### src/rtl/fdd_mech.sv
// rtl/fdd_mech.sv - mechanical model of 1..DRIVES Shugart-style floppy drives
// Optional disk-change latch built only when FDD_DISKCHANGE_EN is defined.
module fdd_mech #(
  parameter int DRIVES    = 4,
  parameter int TRACKS    = 80,
  parameter int CLK_KHZ   = 21477,
  parameter int STEP_MS   = 3,
  parameter int SPINUP_MS = 500,
  parameter int ROT_MS    = 200,
  parameter int INDEX_MS  = 4
) (
  input  logic                      clk,
  input  logic                      reset,
  input  logic [$clog2(DRIVES)-1:0] usel,
  input  logic                      motor_n,
  input  logic                      step_n,
  input  logic                      sdir_n,
  input  logic                      side_n,
  input  logic [DRIVES-1:0]         img_mounted,
  input  logic [63:0]               img_size,
  input  logic                      img_readonly,
  output logic [6:0]                track,
  output logic                      side,
  output logic                      track0_n,
  output logic                      index_n,
  output logic                      ready_n,
  output logic                      wprot_n,
  output logic                      dskchg_n,
  output logic                      step_busy
);
  localparam int DW = (CLK_KHZ > 1) ? $clog2(CLK_KHZ) : 1;
  localparam int TW = $clog2(STEP_MS + 1);
  localparam int SW = $clog2(SPINUP_MS + 1);
  localparam int RW = (ROT_MS > 1) ? $clog2(ROT_MS) : 1;
  localparam logic [DW-1:0] DIV_LOAD  = DW'(CLK_KHZ - 1);
  localparam logic [TW-1:0] STEP_LOAD = TW'(STEP_MS);
  localparam logic [SW-1:0] SPIN_MAX  = SW'(SPINUP_MS);
  localparam logic [RW-1:0] ROT_LAST  = RW'(ROT_MS - 1);
  localparam logic [RW-1:0] IDX_END   = RW'(INDEX_MS);
  localparam logic [6:0]    TRK_MAX   = 7'(TRACKS - 1);

  logic [DW-1:0]     div;
  logic              tick;
  logic [2:0]        step_sync;
  logic              step_fall;
  logic [DRIVES-1:0] step_hit;
  logic [DRIVES-1:0] mnt_q;
  logic [DRIVES-1:0] present;
  logic [DRIVES-1:0] ro;
  logic [6:0]        trk      [DRIVES];
  logic [TW-1:0]     step_tmr [DRIVES];
  logic [SW-1:0]     spin     [DRIVES];
  logic [RW-1:0]     rot      [DRIVES];

  always_ff @(posedge clk or posedge reset) begin
    if (reset) begin
      div  <= DIV_LOAD;
      tick <= 1'b0;
    end else if (div == '0) begin
      div  <= DIV_LOAD;
      tick <= 1'b1;
    end else begin
      div  <= div - DW'(1);
      tick <= 1'b0;
    end
  end

  // Idle-high reset value keeps release from looking like a falling edge.
  always_ff @(posedge clk or posedge reset) begin
    if (reset) step_sync <= 3'b111;
    else       step_sync <= {step_sync[1:0], step_n};
  end

  assign step_fall = step_sync[2] & ~step_sync[1];
  assign step_hit  = {{(DRIVES-1){1'b0}}, step_fall} << usel;

  always_ff @(posedge clk or posedge reset) begin
    if (reset) begin
      mnt_q   <= '0;
      present <= '0;
      ro      <= '1;
      for (int i = 0; i < DRIVES; i++) begin
        trk[i]      <= '0;
        step_tmr[i] <= '0;
        spin[i]     <= '0;
        rot[i]      <= '0;
      end
    end else begin
      mnt_q <= img_mounted;
      for (int i = 0; i < DRIVES; i++) begin
        if (img_mounted[i] && !mnt_q[i]) begin
          present[i] <= (img_size != 64'd0);
          ro[i]      <= img_readonly;
        end
        // A step at either end stop still consumes the step window.
        if (step_hit[i] && step_tmr[i] == '0) begin
          step_tmr[i] <= STEP_LOAD;
          if (!sdir_n && trk[i] != TRK_MAX)   trk[i] <= trk[i] + 7'd1;
          else if (sdir_n && trk[i] != 7'd0)  trk[i] <= trk[i] - 7'd1;
        end else if (tick && step_tmr[i] != '0) begin
          step_tmr[i] <= step_tmr[i] - TW'(1);
        end
        if (motor_n)                          spin[i] <= '0;
        else if (tick && spin[i] != SPIN_MAX) spin[i] <= spin[i] + SW'(1);
        if (!motor_n && tick)
          rot[i] <= (rot[i] == ROT_LAST) ? '0 : rot[i] + RW'(1);
      end
    end
  end

  always_ff @(posedge clk or posedge reset) begin
    if (reset) begin
      track     <= '0;
      side      <= 1'b0;
      track0_n  <= 1'b0;
      index_n   <= 1'b1;
      ready_n   <= 1'b1;
      wprot_n   <= 1'b0;
      step_busy <= 1'b0;
    end else begin
      track     <= trk[usel];
      side      <= ~side_n;
      track0_n  <= (trk[usel] != 7'd0);
      index_n   <= ~(present[usel] && !motor_n && rot[usel] < IDX_END);
      ready_n   <= ~(present[usel] && spin[usel] == SPIN_MAX);
      wprot_n   <= present[usel] && !ro[usel];
      step_busy <= (step_tmr[usel] != '0);
    end
  end

`ifdef FDD_DISKCHANGE_EN
  logic [DRIVES-1:0] chg;

  always_ff @(posedge clk or posedge reset) begin
    if (reset) begin
      chg      <= '1;
      dskchg_n <= 1'b0;
    end else begin
      for (int i = 0; i < DRIVES; i++) begin
        if (img_mounted[i] != mnt_q[i])
          chg[i] <= 1'b1;
        else if (step_hit[i] && step_tmr[i] == '0 && present[i])
          chg[i] <= 1'b0;
      end
      dskchg_n <= ~chg[usel];
    end
  end
`else
  assign dskchg_n = 1'b1;
`endif

endmodule
### config.mk
export PLATFORM = sky130hd
export DESIGN_NAME = fdd_mech
export DESIGN_NICKNAME = d
export VERILOG_FILES = /design/src/rtl/fdd_mech.sv
export SDC_FILE = /design/constraint.sdc
export NUM_CORES = 1
export LEC_CHECK = 0
export BUFFER_PORTS_ARGS = -buffer_cell sky130_fd_sc_hd__buf_2
export CORE_ASPECT_RATIO = 1.2
export CORE_MARGIN = 2
export CORE_UTILIZATION = 53
export CTS_CLUSTER_DIAMETER = 120
export DETAILED_ROUTE_END_ITERATION = 10
export GPL_ROUTABILITY_DRIVEN = 0
export PLACE_DENSITY = 0.76
export RECOVER_POWER = 50
export SLEW_MARGIN = 30
export SYNTH_ARGS = -nofsm -noshare
export SYNTH_HDL_FRONTEND = slang
export SYNTH_SLANG_ARGS = --single-unit
### constraint.sdc
create_clock -name clk -period 4.8 [get_ports clk]
set_input_delay 0.96 -clock clk [delete_from_list [all_inputs] [get_ports clk]]
set_output_delay 0.96 -clock clk [all_outputs]
set_load 0.005 [all_outputs]
==> run summary, run 1 <==
Worst Max-Slew Pin Slew: 1.65 ns
r2r startpoint: trk[14]
Routed Antenna Nets: 0
Post-Syn Instances: 770
internal power: 2.62 mW
DP HPWL: 10900 um
Final Hold Fails: 0
Post-CTS Repair Setup Buffers: 0
post-synthesis compound-gate area fraction: 7.99%
Yosys cell types: 58
cts hold-fix bufs: 0
CTS tree: yes
non-filler instance count after layout: 1080
Setup TNS: 0 ns
Synth Area in Simple Gates: 20.0%
vias in the first global route: 5978
failing checks: max-capacitance violations, max-slew violations
DRC: 0
worst skew pair latency: 0.42 ns
first-pass GRT wire length: 27400 um
DR WL/cell: 14.6 um
CP Launch Type: input pin
initial antenna violation count: 0
prevailing post-synth register cell: dfrtp_1
Rel. slew slack: -9.85%
status: complete, but fails checks
crit path kind: input pin to flop
fmax: 340 MHz
switching power: 0.908 mW
min-delay worst type: flop to flop
Syn Area/Cell: 10.4 um2
sequential share of the synthesized area: 46.4%
die extent in y: 139 um
# diodes: 0
clk buf depth: 2
Req. time, crit path: 5.10 ns
XOR/XNOR Fraction of Synth Area: 9.50%
yosys warns: 0
met1 usage: 27.4%
Critical Path End: trk[12]
CTS H-tree depth: 4
synthesis-stage register bit count: 148
die area: 16100 um2
total grt overflow: 0
MaxCap Viol Count: 1
row count: 49
Die Wd: 116 um
Worst EP arrival: 3.24 ns
Initial Utilization: 53.8%
largest net degree at the start of global routing: 128
Placed Instances: 1048
clock transition at the registers of the reported paths: 0.06 ns
skew final: 0.00708 ns
PwrDens: 378 nW/um2
Crit. End Element: flop
Combinational Power Share: 16.4%
Ports: 91
DR pass1 iterations: 8
fraction of layout cells with a size suffix above 1: 20.5%
final core occ: 62.7%
detailed-route via count: 6012
initial drt markers: 330
Area Overhead vs Synth: 16.4%
R2R Setup Slk: 2.08 ns
adder-cell share of the synthesized area: 6.93%
GRT busiest layer: met2
Setup crit start: usel[1]
mux contribution to synthesized area: 6.61%
Num CTS Buffers: 17
switch share: 25.7%
Final setup viols: 0
EDFF count, synth: 0
Period Utilization, post-route: 61.2%
Port Buf Inserts: 89
Slew Viols, Final: 40
DR vias/cell: 5.57
routed wire length: 15800 um
aggregate global-route resource usage: 20.8%
clk sinks: 148
Syn Nets: 889
Flop pwr share: 42.1%
cells on worst reg2reg path: 9
core box area: 14900 um2
fin crit period: 2.94 ns
root buf cell: clkbuf_16
unrepaired setup endpoints after global routing: no
leakage dissipation: 4.32 nW
Clk pwr share: 41.5%
met3 usage: 4.33%
largest family of logic cells by synthesized area: simple AND/OR/NAND/NOR gates
# resized after CTS: 0
Post-synth ARST share: 100%
Post-Syn Area: 8020 um2
Max Fanout on Critical Path: 18
M2 GR Usage: 33.4%
maximum VDD drop: 0.237 mV
Reg-to-Reg End: trk[20]
layout net count: 982
-- layout by cell type (no fill, tap or decap), types with 27 or more instances in the layout --
master | synthesis | layout
nand2_1 | 56 | 56
inv_1 | 28 | 27
nor2_1 | 76 | 76
xor2_1 | 37 | 37
a21oi_1 | 31 | 31
dfrtp_1 | 131 | 131
nand4_1 | 27 | 27
ha_1 | 38 | 38
o21ai_0 | 28 | 28
xnor2_1 | 50 | 50
buf_2 | 6 | 84
nand3_1 | 28 | 28
-- state kept, by name, summed over array words and instances (netlist names), 3 cells and up --
register	flops
rot	32
div	15
step_sync	3
mnt_q	4
present	4
track	7
spin	36
step_tmr	8
trk	28
ro	4
-- worst min-delay path by stage --
stage	slack [ns]	depth (start not counted)	startpoint	to
finish	0.37	0	step_sync[0]	step_sync[1]
global route	0.37	0	step_sync[0]	step_sync[1]
CTS	0.37	0	step_sync[0]	step_sync[1]
floorplan	0.35	0	step_sync[0]	step_sync[1]
detailed placement	0.36	0	step_sync[0]	step_sync[1]
global placement	0.36	0	step_sync[0]	step_sync[1]
-- per-stage QoR --
step	area, um2	power, mW	hold slack, ns	setup slack [ns]
after detailed placement	8680	2.08	0.358	1.73
after CTS	9340	3.56	0.368	2.04
after global routing	9340	3.70	0.374	1.64
after floorplan	8020	1.91	0.345	1.98
after global placement	8680	2.07	0.357	1.76
final	9340	3.53	0.371	1.86
-- Yosys cell counts, drive strengths merged (17+ instances only) --
library cell / n / area (um2)
dfrtp: 131 / 3280
nor2: 76 / 285
nand2: 56 / 210
xnor2: 50 / 438
ha: 38 / 475
xor2: 37 / 324
a21oi: 32 / 164
inv: 28 / 105
nand3: 28 / 140
o21ai: 28 / 140
nand4: 27 / 169
nor4: 25 / 156
nor3: 23 / 120
mux2: 22 / 248
dfstp: 17 / 447
-- per-layer routing --
layer	up-vias	wire length, um
met5	-	0
met4	0	388
met3	27	531
met2	113	7720
met1	2929	7140
li1	2943	-
-- cells by family (layout without fill, tap and decap cells) --
group	count (synthesis)	after routing
xor+xnor	87	87
compound gates	102	102
other cells	1	1
buf+inv	48	154
flops	148	148
simple gates	303	303
mux	39	39
fa+ha+maj	42	42
-- power groups by stage --
stage,logic [mW],clock network (mW),registers [mW]
6_report,0.578,1.47,1.49
5_1_grt,0.654,1.55,1.50
4_1_cts,0.583,1.50,1.48
3_5_place_dp,0.577,0,1.51
3_3_place_gp,0.563,0,1.50
2_1_floorplan,0.442,0,1.47
-- final cells by class --
class,count,area (um2)
clock buffers,21,460
clock inverters,11,199
fillers,1213,5560
inverters,30,119
multi-input cells,574,4110
flip-flops and latches,148,3720
well taps,204,255
repair buffers,92,474
-- worst max-delay path: stages --
cell,delay [ns]
clkbuf_1,0.86
nand4b_1,0.41
a211oi_2,0.59
mux2_2,0.41
No activity file was read; power rests on OpenSTA's default activity.
==> run 2: changes to the inputs <==
==> constraint.sdc (replaced) <==
create_clock -name clk -period 2.4 [get_ports clk]
set_input_delay 0.48 -clock clk [delete_from_list [all_inputs] [get_ports clk]]
set_output_delay 0.48 -clock clk [all_outputs]
set_load 0.005 [all_outputs]
==> run 2 against run 1 <==
Net effect: count of clock-buffer cells in the layout grew 2; the run now ends clean; global-route usage grew 2.3 points; die area is the same; critical path type is now flop to flop; clock power grew 110%; routed wire length grew 11%; sequential share of layout area shrank 2.2 points.
==> run summary, run 2 (synthesis gave the netlist of run 1 again) <==
Max Fanout on Critical Path: 6 (was 18)
switching power: 1.96 mW (was 0.908 mW)
CTS H-tree depth: 4 (unchanged)
final core occ: 66.3% (was 62.7%)
initial drt markers: 352 (was 330)
Crit. End Element: flop (unchanged)
total grt overflow: 0 (unchanged)
most frequent cells in the layout: dfrtp_1, buf_2, nor2_1 (unchanged)
MaxCap Viol Count: 0 (was 1)
Rel. slew slack: 33.6% (was -9.85%)
Routed Antenna Nets: 0 (unchanged)
layout net count: 1036 (was 982)
switch share: 25.9% (was 25.7%)
crit path buf inv count: 0 (was 1)
status: complete, no violations (was complete, but fails checks)
Top reg by flops: spin (unchanged)
WL met1: 7580 um (was 7140 um)
Final Hold Fails: 0 (unchanged)
Area Overhead vs Synth: 23.1% (was 16.4%)
met2 routed WL: 8910 um (was 7720 um)
Worst path slowest cell: dfrtp_1 (was clkbuf_1)
Initial Utilization: 53.8% (unchanged)
internal power: 5.62 mW (was 2.62 mW)
PnR worst setup slack: 0.0493 ns (was 1.86 ns)
Clk pwr share: 40.1% (was 41.5%)
Ports: 91 (unchanged)
commonest non-fill, non-tap cell in the layout: dfrtp_1 (unchanged)
core box area: 14900 um2 (unchanged)
die extent in y: 139 um (unchanged)
delay-heaviest family, CP: simple AND/OR/NAND/NOR gates (was buffers and inverters)
row count: 49 (unchanged)
Flop pwr share: 37.4% (was 42.1%)
skew final: 0.0101 ns (was 0.00708 ns)
crit path kind: flop to flop (was input pin to flop)
largest net degree at the start of global routing: 40 (was 128)
Final setup viols: 0 (unchanged)
worst path cell trace: and4_1 > and3_4 > or2_4 > fa_2 > a211oi_2 > o21bai_1 > a21oi_2 > mux2i_1 > xnor2_1 (was clkbuf_1 > nand4b_1 > a211oi_2 > mux2_2)
DRC: 0 (unchanged)
# diodes: 0 (unchanged)
Top Layer Used: met4 (unchanged)
fin crit period: 2.35 ns
clk buf depth: 2 (unchanged)
Slew Viols, Final: 0 (was 40)
Worst Max-Slew Pin Slew: 0.996 ns (was 1.65 ns)
CP max stage delay: 0.38 ns (was 0.86 ns)
root buf cell: clkbuf_16 (unchanged)
Worst EP arrival: 2.70 ns (was 3.24 ns)
vias in the first global route: 6246 (was 5978)
CTS tree: yes (unchanged)
DR WL met3: 566 um (was 531 um)
CP Launch Type: flop (was input pin)
clock transition at the registers of the reported paths: 0.06 ns (about the same)
Combinational Power Share: 22.4% (was 16.4%)
Port Buf Inserts: 89 (unchanged)
initial antenna violation count: 0 (unchanged)
Num CTS Buffers: 17 (unchanged)
fmax: 425 MHz
DR WL/cell: 15.5 um (was 14.6 um)
fraction of layout cells with a size suffix above 1: 28.0% (was 20.5%)
min-delay worst type: input pin to asynchronous set/reset pin (was flop to flop)
DR vias/cell: 5.52 (was 5.57)
routed wire length: 17500 um (was 15800 um)
aggregate global-route resource usage: 23.1% (was 20.8%)
PwrDens: 768 nW/um2 (was 378 nW/um2)
leakage dissipation: 4.61 nW (was 4.32 nW)
die area: 16100 um2 (unchanged)
non-filler instance count after layout: 1134 (was 1080)
detailed-route via count: 6259 (was 6012)
Placement Setup Slack: -0.0386 ns (was 1.73 ns)
worst skew pair latency: 0.43 ns (was 0.42 ns)
Filler Cell Count: 1139 (was 1213)
Period Utilization, post-route: 97.9%
Req. time, crit path: 2.75 ns (was 5.10 ns)
Placed Instances: 1097 (was 1048)
DP HPWL: 11900 um (was 10900 um)
DR pass1 iterations: 5 (was 8)
Die Wd: 116 um (unchanged)
Largest register FFs: 36 (unchanged)
Regs by FF count: spin x36, rot x32, trk x28 (unchanged)
maximum VDD drop: 0.379 mV (was 0.237 mV)
clk sinks: 148 (unchanged)
first-pass GRT wire length: 29800 um (was 27400 um)
==> run 2: changes by cell type in the layout (fill, tap and decap cells not counted), sizes merged <==
cell      delta
bufinv       +1
clkinvlp     -3
inv          -1
clkbuf       +4
buf         +52
clkinv       +1
==> run 2: what timing repair did <==
| action | in CTS | in global routing |
|---|---|---|
| hold buffers | 0 | 0 |
| pin swaps | 2 | 15 |
| setup endpoints to repair | 4 | 9 |
| gates resized for setup | 5 | 22 |
| buffers inserted | 0 | 5 |
==> run 2: per-stage QoR <==
| stage | hold WS [ns] | power, mW | TNS, ns | area, um2 |
|---|---|---|---|---|
| after floorplan | 0.345 | 3.83 | 0 | 8030 |
| after global placement | 0.361 | 4.36 | 0 | 9080 |
| after detailed placement | 0.356 | 4.40 | -0.0710 | 9080 |
| after CTS | 0.0760 | 7.51 | 0 | 9790 |
| after global routing | 0.146 | 7.91 | -0.0910 | 9880 |
| final | 0.135 | 7.58 | 0 | 9880 |
==> run 2: power by group through the flow <==
stage | clock network (mW) | registers [mW] | logic [mW]
2_1_floorplan | 0 | 2.94 | 0.888
3_3_place_gp | 0 | 2.87 | 1.49
3_5_place_dp | 0 | 2.88 | 1.52
4_1_cts | 3.09 | 2.84 | 1.59
5_1_grt | 3.19 | 2.86 | 1.85
6_report | 3.05 | 2.84 | 1.70
==> run 2: path summary, 6_finish.rpt <==
| path | startpoint | endpoint | slack [ns] | depth (start not counted) |
|---|---|---|---|---|
| max in group asynchronous | reset | trk[26] | 0.93 | 3 |
| worst min register to register | step_sync[0] | step_sync[1] | 0.37 | 0 |
| worst min-delay path | reset | div[10] | 0.13 | 2 |
| min in group clk | step_n | step_sync[0] | 0.15 | 1 |
| worst max-delay path | trk[3] | trk[6] | 0.05 | 9 |
| worst max register to register | trk[3] | trk[6] | 0.05 | 9 |
==> run 2: metal layers <==
layer  up-vias  GRT usage [%]
met5         -              0
met4         0           9.15
met3        41           3.80
met2       136           38.0
met1      3032           30.4
li1       3050              -
==> run 2: worst reg2reg max path, cell delays in order, from the launching register on <==
cell and delay, ns:
dfrtp_1 0.38, and4_1 0.22, and3_4 0.18, or2_4 0.27, fa_2 0.37, a211oi_2 0.21, o21bai_1 0.12, a21oi_2 0.16
mux2i_1 0.23, xnor2_1 0.14
==> run 2: layout make-up <==
cell class | count | area, um2 | area share (%)
inverters | 30 | 119 | 1.20
clock buffers | 23 | 478 | 4.84
multi-input cells | 574 | 4240 | 42.9
repair buffers | 146 | 858 | 8.69
clock inverters | 9 | 199 | 2.01
well taps | 204 | 255 | 2.58
flip-flops and latches | 148 | 3720 | 37.7
==> run 3: changes to the inputs <==
==> constraint.sdc (replaced) <==
create_clock -name clk -period 2.4 [get_ports clk]
set_input_delay 0 -clock clk [delete_from_list [all_inputs] [get_ports clk]]
set_output_delay 0 -clock clk [all_outputs]
set_load 0.005 [all_outputs]
==> run 3 against run 2 <==
Net effect: the flow now finishes with violations (negative setup slack); sequential share of layout area down 0.14 points; non-clock buffer count up 9; clock power down 12%; critical path type unchanged; largest cell class unchanged.
==> run summary, run 3 (synthesis gave the netlist of run 1 again) <==
die extent in y: 139 um (unchanged)
Period Utilization, post-route: 102% (was 97.9%)
Ports: 91 (unchanged)
Filler Cell Count: 1161 (was 1139)
Slew Viols, Final: 0 (unchanged)
design area: 9910 um2 (was 9880 um2)
Max Fanout on Critical Path: 5 (was 6)
DR pass1 iterations: 5 (unchanged)
delay-heaviest family, CP: simple AND/OR/NAND/NOR gates (unchanged)
PnR worst setup slack: -0.0457 ns (was 0.0493 ns)
Final Hold Fails: 0 (unchanged)
fmax: 409 MHz (was 425 MHz)
Req. time, crit path: 2.73 ns (was 2.75 ns)
PwrDens: 737 nW/um2 (was 768 nW/um2)
crit path buf inv count: 0 (unchanged)
largest net degree at the start of global routing: 51 (was 40)
Rel. slew slack: 19.0% (was 33.6%)
die area: 16100 um2 (unchanged)
Placed Instances: 1092 (was 1097)
Initial Utilization: 53.8% (unchanged)
aggregate global-route resource usage: 22.8% (was 23.1%)
Num CTS Buffers: 17 (unchanged)
commonest non-fill, non-tap cell in the layout: dfrtp_1 (unchanged)
worst path cell trace: and4_1 > and3_4 > or2_4 > fa_2 > a211oi_2 > o21bai_1 > a21oi_2 > mux2i_1 > xnor2_1 (unchanged)
MaxCap Viol Count: 0 (unchanged)
Die Wd: 116 um (unchanged)
Worst path slowest cell: dfrtp_1 (unchanged)
min-delay worst type: input pin to flop (was input pin to asynchronous set/reset pin)
WL met1: 7550 um (was 7580 um)
Worst Max-Slew Pin Slew: 1.21 ns (was 0.996 ns)
Crit. End Element: flop (unchanged)
core box area: 14900 um2 (unchanged)
initial antenna violation count: 0 (unchanged)
row count: 49 (unchanged)
clk buf depth: 2 (unchanged)
vias in the first global route: 6483 (was 6246)
root buf cell: clkbuf_16 (unchanged)
initial drt markers: 410 (was 352)
CTS H-tree depth: 4 (unchanged)
DR WL met3: 557 um (was 566 um)
Routed Antenna Nets: 0 (unchanged)
Placement Setup Slack: -0.0198 ns (was -0.0386 ns)
worst skew pair latency: 0.42 ns (was 0.43 ns)
DR vias/cell: 5.56 (was 5.52)
DP HPWL: 11900 um (about the same)
CP max stage delay: 0.37 ns (was 0.38 ns)
Top reg by flops: spin (unchanged)
most frequent cells in the layout: dfrtp_1, buf_2, nor2_1 (unchanged)
DR WL/cell: 15.4 um (was 15.5 um)
skew final: 0.00630 ns (was 0.0101 ns)
first-pass GRT wire length: 29600 um (was 29800 um)
# diodes: 0 (unchanged)
DRC: 0 (unchanged)
Critical Path Stages: 9 (unchanged)
CTS tree: yes (unchanged)
crit path kind: flop to flop (unchanged)
clk sinks: 148 (unchanged)
CP Launch Type: flop (unchanged)
met2 routed WL: 8960 um (was 8910 um)
hold slack: 0.00910 ns (was 0.135 ns)
Min-Delay Path Depth: 5
Worst EP arrival: 2.78 ns (was 2.70 ns)
Largest register FFs: 36 (unchanged)
total grt overflow: 0 (unchanged)
fin crit period: 2.45 ns (was 2.35 ns)
unrepaired setup endpoints after global routing: yes
leakage dissipation: 4.58 nW (was 4.61 nW)
DP Area: 9030 um2 (was 9080 um2)
Area Overhead vs Synth: 23.6% (was 23.1%)
status: complete, but fails checks (was complete, no violations)
Top Layer Used: met4 (unchanged)
cells on worst reg2reg path: 9 (unchanged)
failing checks: negative setup slack
routed wire length: 17600 um (was 17500 um)
maximum VDD drop: 0.548 mV (was 0.379 mV)
Final setup viols: 1 (was 0)
fraction of layout cells with a size suffix above 1: 26.4% (was 28.0%)
layout net count: 1045 (was 1036)
Port Buf Inserts: 89 (unchanged)
clock transition at the registers of the reported paths: 0.06 ns (about the same)
non-filler instance count after layout: 1142 (was 1134)
Regs by FF count: spin x36, rot x32, trk x28 (unchanged)
detailed-route via count: 6344 (was 6259)
[run 3: cell types whose count changed in the layout (fill, tap and decap cells not counted), sizes merged]
cell,previous run,this run
dlygate4sd3,0,10
clkinv,5,3
clkbuf,30,42
bufinv,6,2
buf,139,131
[run 3: what timing repair did]
| item | CTS | global route |
|---|---|---|
| buffers inserted | 2 | 7 |
| hold buffers | 10 | 0 |
| gates resized for setup | 7 | 23 |
| pin swaps | 7 | 23 |
| hold endpoints to repair | 36 | 0 |
| setup endpoints to repair | 3 | 12 |
[run 3: per-stage QoR]
stage	setup TNS [ns]	utilization [%]	total power, mW
floorplan	0	-	3.83
global placement	0	60.6	4.36
detailed placement	-0.0277	60.6	4.39
CTS	0	65.8	7.14
global route	-0.843	66.5	7.63
finish	-0.0457	66.5	7.30
[run 3: final timing paths]
path / start / endpoint / slack (ns)
worst max-delay path: trk[17] / trk[20] / -0.05
worst min-delay path: img_size[60] / present[1] / 0.009
worst max register to register: trk[17] / trk[20] / -0.05
worst min register to register: step_sync[0] / step_sync[1] / 0.36
max in group asynchronous: reset / div[4] / 0.42
min in group asynchronous: reset / div[1] / 0.37
[run 3: routing by layer]
layer	GRT usage [%]	up-vias
li1	-	3069
met1	28.4	3080
met2	38.6	148
met3	4.15	47
met4	9.46	0
met5	0	-
[run 3: worst register-to-register path, stage by stage, from the launching register on]
cell and delay (ns):
dfrtp_1 0.37, and4_1 0.21, and3_4 0.18, or2_4 0.28, fa_2 0.36, a211oi_2 0.19
o21bai_1 0.11, a21oi_2 0.20, mux2i_1 0.27, xnor2_1 0.17
[run 3: area by class of cell]
| class | instances | area [um2] | area share, % |
|---|---|---|---|
| multi-input combinational | 574 | 4260 | 43.0 |
| clock inverter | 3 | 65.1 | 0.656 |
| inverter | 30 | 119 | 1.20 |
| sequential | 148 | 3720 | 37.6 |
| clock buffer | 28 | 537 | 5.41 |
| tap | 204 | 255 | 2.57 |
| timing repair buffer | 155 | 953 | 9.62 |
[run 3: power breakdown]
| group | switching [mW] | internal (mW) | total (mW) |
|---|---|---|---|
| Clock | 0.968 | 1.72 | 2.69 |
| Sequential | 0.119 | 2.73 | 2.85 |
| Combinational | 0.864 | 0.901 | 1.77 |
| Total | 1.95 | 5.35 | 7.30 |
